===== src/rtl/ifetch_pkg.sv =====
// Shared types and constants for the instruction fetch unit and the format stage.
package ifetch_pkg;

  localparam int HW_W = 16;
  localparam logic [5:0] EXT_ESCAPE = 6'h3F;

  typedef enum logic [1:0] {
    IDLE     = 2'd0,
    FETCH_LO = 2'd1,
    FETCH_HI = 2'd2,
    HOLD     = 2'd3
  } state_e;

  function automatic logic is_escape(input logic [HW_W-1:0] hw);
    return hw[5:0] == EXT_ESCAPE;
  endfunction

endpackage


===== src/rtl/instruction_fetch_unit.sv =====
// Halfword fetch FSM owning the PC; presents 16-bit or assembled 32-bit words to decode.
// Define IFETCH_EXTENDED_EN to build escape detection and the FETCH_HI state.
module instruction_fetch_unit
  import ifetch_pkg::*;
#(
  parameter int          ADDR_W   = 8,
  parameter int unsigned RESET_PC = 0
) (
  input  logic              clk,
  input  logic              rst,
  output logic              imem_req,
  output logic [ADDR_W-1:0] imem_addr,
  input  logic [HW_W-1:0]   imem_data,
  input  logic              imem_valid,
  input  logic              redirect_valid,
  input  logic [ADDR_W-1:0] redirect_pc,
  output logic              out_valid,
  input  logic              out_ready,
  output logic [HW_W-1:0]   instruction_16,
  output logic [31:0]       instruction_32,
  output logic              use_extended,
  output logic [ADDR_W-1:0] pc_out
);

  localparam logic [ADDR_W-1:0] RST_PC = RESET_PC[ADDR_W-1:0];

  state_e            state_q, state_d;
  logic [ADDR_W-1:0] pc_q, pc_d;
  logic [ADDR_W-1:0] pc_out_q, pc_out_d;
  logic              vld_q, vld_d;
  logic [HW_W-1:0]   i16_q, i16_d;
  logic              accept;
`ifdef IFETCH_EXTENDED_EN
  logic [31:0]       i32_q, i32_d;
  logic              ext_q, ext_d;
`endif

  // Request/address come straight from flops so memory sees no input paths.
  assign imem_req  = (state_q == FETCH_LO) || (state_q == FETCH_HI);
  assign imem_addr = pc_q;
  assign accept    = imem_req && imem_valid;

  always_comb begin
    state_d  = state_q;
    pc_d     = pc_q;
    pc_out_d = pc_out_q;
    vld_d    = vld_q;
    i16_d    = i16_q;
`ifdef IFETCH_EXTENDED_EN
    i32_d    = i32_q;
    ext_d    = ext_q;
`endif
    case (state_q)
      IDLE: state_d = FETCH_LO;
      FETCH_LO: begin
        if (accept) begin
          pc_d     = pc_q + ADDR_W'(1);
          i16_d    = imem_data;
          pc_out_d = pc_q;
`ifdef IFETCH_EXTENDED_EN
          if (is_escape(imem_data)) begin
            state_d = FETCH_HI;
          end else begin
            i32_d   = {imem_data, 16'h0000};
            ext_d   = 1'b0;
            vld_d   = 1'b1;
            state_d = HOLD;
          end
`else
          vld_d   = 1'b1;
          state_d = HOLD;
`endif
        end
      end
`ifdef IFETCH_EXTENDED_EN
      FETCH_HI: begin
        // First half already sits in i16_q; pc wraps naturally for the second half.
        if (accept) begin
          pc_d    = pc_q + ADDR_W'(1);
          i32_d   = {i16_q, imem_data};
          ext_d   = 1'b1;
          vld_d   = 1'b1;
          state_d = HOLD;
        end
      end
`endif
      HOLD: begin
        if (out_ready) begin
          vld_d   = 1'b0;
          state_d = FETCH_LO;
        end
      end
      default: state_d = IDLE;
    endcase
    // Redirect wins over any accept or handshake in the same cycle.
    if (redirect_valid) begin
      pc_d    = redirect_pc;
      state_d = FETCH_LO;
      vld_d   = 1'b0;
`ifdef IFETCH_EXTENDED_EN
      ext_d   = 1'b0;
`endif
    end
  end

  always_ff @(posedge clk) begin
    if (rst) begin
      state_q  <= IDLE;
      pc_q     <= RST_PC;
      pc_out_q <= RST_PC;
      vld_q    <= 1'b0;
      i16_q    <= '0;
`ifdef IFETCH_EXTENDED_EN
      i32_q    <= '0;
      ext_q    <= 1'b0;
`endif
    end else begin
      state_q  <= state_d;
      pc_q     <= pc_d;
      pc_out_q <= pc_out_d;
      vld_q    <= vld_d;
      i16_q    <= i16_d;
`ifdef IFETCH_EXTENDED_EN
      i32_q    <= i32_d;
      ext_q    <= ext_d;
`endif
    end
  end

  assign out_valid      = vld_q;
  assign instruction_16 = i16_q;
  assign pc_out         = pc_out_q;
`ifdef IFETCH_EXTENDED_EN
  assign instruction_32 = i32_q;
  assign use_extended   = ext_q;
`else
  assign instruction_32 = {i16_q, 16'h0000};
  assign use_extended   = 1'b0;
`endif

endmodule


===== config.mk =====
export PLATFORM = sky130hd
export DESIGN_NAME = instruction_fetch_unit
export DESIGN_NICKNAME = d
export VERILOG_FILES = /design/src/rtl/ifetch_pkg.sv /design/src/rtl/instruction_fetch_unit.sv
export SDC_FILE = /design/constraint.sdc
export NUM_CORES = 1
export LEC_CHECK = 0
export ABC_AREA = 1
export CORE_UTILIZATION = 42
export CTS_CLUSTER_SIZE = 14
export DETAILED_ROUTE_END_ITERATION = 8
export PLACE_DENSITY = 0.81
export REMOVE_ABC_BUFFERS = 1
export SLEW_MARGIN = 25
export SYNTH_ARGS = -nofsm -noshare
export SYNTH_HDL_FRONTEND = slang
export SYNTH_SLANG_ARGS = --single-unit

===== constraint.sdc =====
create_clock -name clk -period 3 [get_ports clk]
set_input_delay 0.75 -clock clk [delete_from_list [all_inputs] [get_ports clk]]
set_output_delay 0.75 -clock clk [all_outputs]
set_load 0.1 [all_outputs]

==> flow_summary.yaml <==
status:
  status: "finished clean"
synthesis:
  ys_seq_area_share_pct: 39.30
  yosys.area_share.simple_pct: 20.91
  syn_inst: 246
  synthAdderAreaFrac_pct: 2.807
  syn_area_per_cell_um2: 7.248
  synth_xor_area_share_pct: 0.4912
  synthMuxAreaShare_pct: 0
  synth_compound_area_share_pct: 14.39
  syn_area_um2: 1783
  ys_types: 22
  synth_top_family_by_area: "buffers and inverters"
  synth_warnings: 0
  ys_ff_latch: 35
timing:
  finClkSkew_ns: 0.001994
  tns_ns: 0
  setup_violations: 0
  timing.fmax_mhz: 456.2
  hold_viol: 0
  fin_crit_sh_pct: 73.07
  maxSlewViolCount: 0
  final.setup.worst_slack_ns: 0.8080
  fin_crit_ns: 2.192
  rsz0062_at_grt: "false"
die:
  core_um2: 4029
  start_util_pct: 44.25
  die_x_um: 67.16
  fp-row-count: 23
  ios: 96
  dieArea_um2: 4510
  die_y_um: 67.16
place:
  port_buffers: 78
  pre_cts_ws_ns: 0.5113
  dp_hpwl_um: 3025
  place_congestion: 0.7693
clock_network:
  cts_sinks: 35
  ctsLongestPathBuffers: 2
  cts_buffers: 5
  htree_levels: 2
  clkSlewWorstSetupHoldPaths_ns: 0.07
  clock_latency_ns: 0.29
  cts-resized-gates: 0
  cts_tree: "yes"
  clockRootBuffer: "clkbuf_8"
  cts_hold_buf: 0
  post_cts_buffers: 0
layout:
  final_cell_mix: "buf_4 (52), nor2_1 (47), dfxtp_1 (35), o21ai_0 (29), nand2_1 (29)"
  synthToLayoutAreaGrowth_pct: 33.40
  fin_nets: 339
  fillCellCount: 390
  antenna_cells: 0
  drive_above_1_share_pct: 20.85
  final_common_cell: "buf_4"
pwr:
  irDropWorstVdd_v: 0.0003032
  powerDensity_nw_per_um2: 682.2
  p_leak_nw: 1.132
critical_path:
  crit_type: "reg2out"
  crit_required_ns: 2.25
  start_kind: "flip-flop"
  worstPathMaxFanout: 4
  end_kind: "primary output"
  critPathArrivalTime_ns: 1.44
drt:
  dr.pass1.iters: 4
  wl_um: 3934
  post-route-drc-count: 0
  wl_per_cell_um: 11.02
  vias: 1675
  vias_per_cell: 4.692
  drtIter0Drc: 62
  postRouteAntennaNets: 0
grt:
  grt_remaining_overflow: 0
  grt_pass1_vias: 1443
  grt_use_total_pct: 18.07
  grt_pass1_wl_um: 6023
  antenna_found_initial: 0
  grt_max_degree: 22
min_path:
  hold_path_class: "reg2reg"
job:
  maxCapViolCount: 0
==> worst max-delay path: stages (launching register included) <==
cell     delay (ns)
dfxtp_1        0.39
inv_1          0.06
ha_1           0.31
inv_1          0.10
buf_4          0.29
==> Yosys cell counts (all sizes together) <==
cell,n,share of area (%)
a211oi,1,0.42
a21oi,15,4.4
buf,41,17
clkbuf,2,0.56
conb,1,0.21
dfxtp,35,39
ha,4,2.8
inv,20,4.2
nand2,30,6.5
nand3,14,3.9
nand4,1,0.35
nor2,47,9.9
nor3,1,0.28
o211a,1,0.56
o21ai,32,9.0
xor2,1,0.49
==> power by group <==
part,switching (W),internal [W]
Sequential,0.0000294,0.000498
Combinational,0.000534,0.000126
Clock,0.000166,0.000269
==> worst paths after layout <==
path                                                        to  slack (ns)  cells past startpoint                      startpoint
worst min register to register  instruction_16[5]$_SDFFE_PP0P_        0.50                      2  instruction_16[5]$_SDFFE_PP0P_
worst max register to register  instruction_16[6]$_SDFFE_PP0P_        1.17                      7         state_q[1]$_SDFFE_PP0P_
worst max-delay path                                  imem_req        0.81                      4         state_q[0]$_SDFFE_PP0P_
worst min-delay path            instruction_16[5]$_SDFFE_PP0P_        0.50                      2  instruction_16[5]$_SDFFE_PP0P_
==> logic make-up (layout without fill, tap and decap cells) <==
family          Yosys count  after routing
flops                    35             35
other cells               1             17
fa+ha+maj                 4              4
buf+inv                  63            108
xor+xnor                  1              1
compound gates           49             49
simple gates             93             93
==> flip-flops by register name, summed over array words and instances (netlist names) <==
name / cells
instruction_16: 16
pc_out: 8
out_valid: 1
imem_addr: 8
state_q: 2
==> area by class of cell <==
class,instances,area [µm²],share of cell area [%]
Sequential cell,35,700.7,29.46
Multi-Input combinational cell,164,752.0,31.61
Timing Repair Buffer,80,670.6,28.20
Clock inverter,2,35.03,1.473
Clock buffer,6,82.58,3.472
Tap cell,50,62.56,2.630
Inverter,20,75.07,3.156
==> per-layer routing <==
layer  up-vias  wire length [µm]  GRT usage (%)  part of all wire, %
li1        853                 -              -                    -
met3         7               404          7.264                   10
met4         0                65          7.181                  1.7
met2        82              1886          33.38                   48
met1       733              1579          17.76                   40
met5         -                 0              0                    0
==> metrics by stage <==
step | hold WS [ns] | std cells | instance area, µm² | total power, W | utilization [%]
2_1_floorplan | 0.4714 | 219 | 1528 | 0.001057 | -
3_5_place_dp | 0.4929 | 349 | 2261 | 0.001200 | 56.12
6_report | 0.5039 | 357 | 2379 | 0.001623 | 59.04
4_1_cts | 0.5059 | 357 | 2379 | 0.001638 | 59.04
3_3_place_gp | 0.4768 | 349 | 2261 | 0.001195 | 56.12
5_1_grt | 0.5202 | 357 | 2379 | 0.001685 | 59.04
Note: power is estimated with default switching activity, not from simulation.
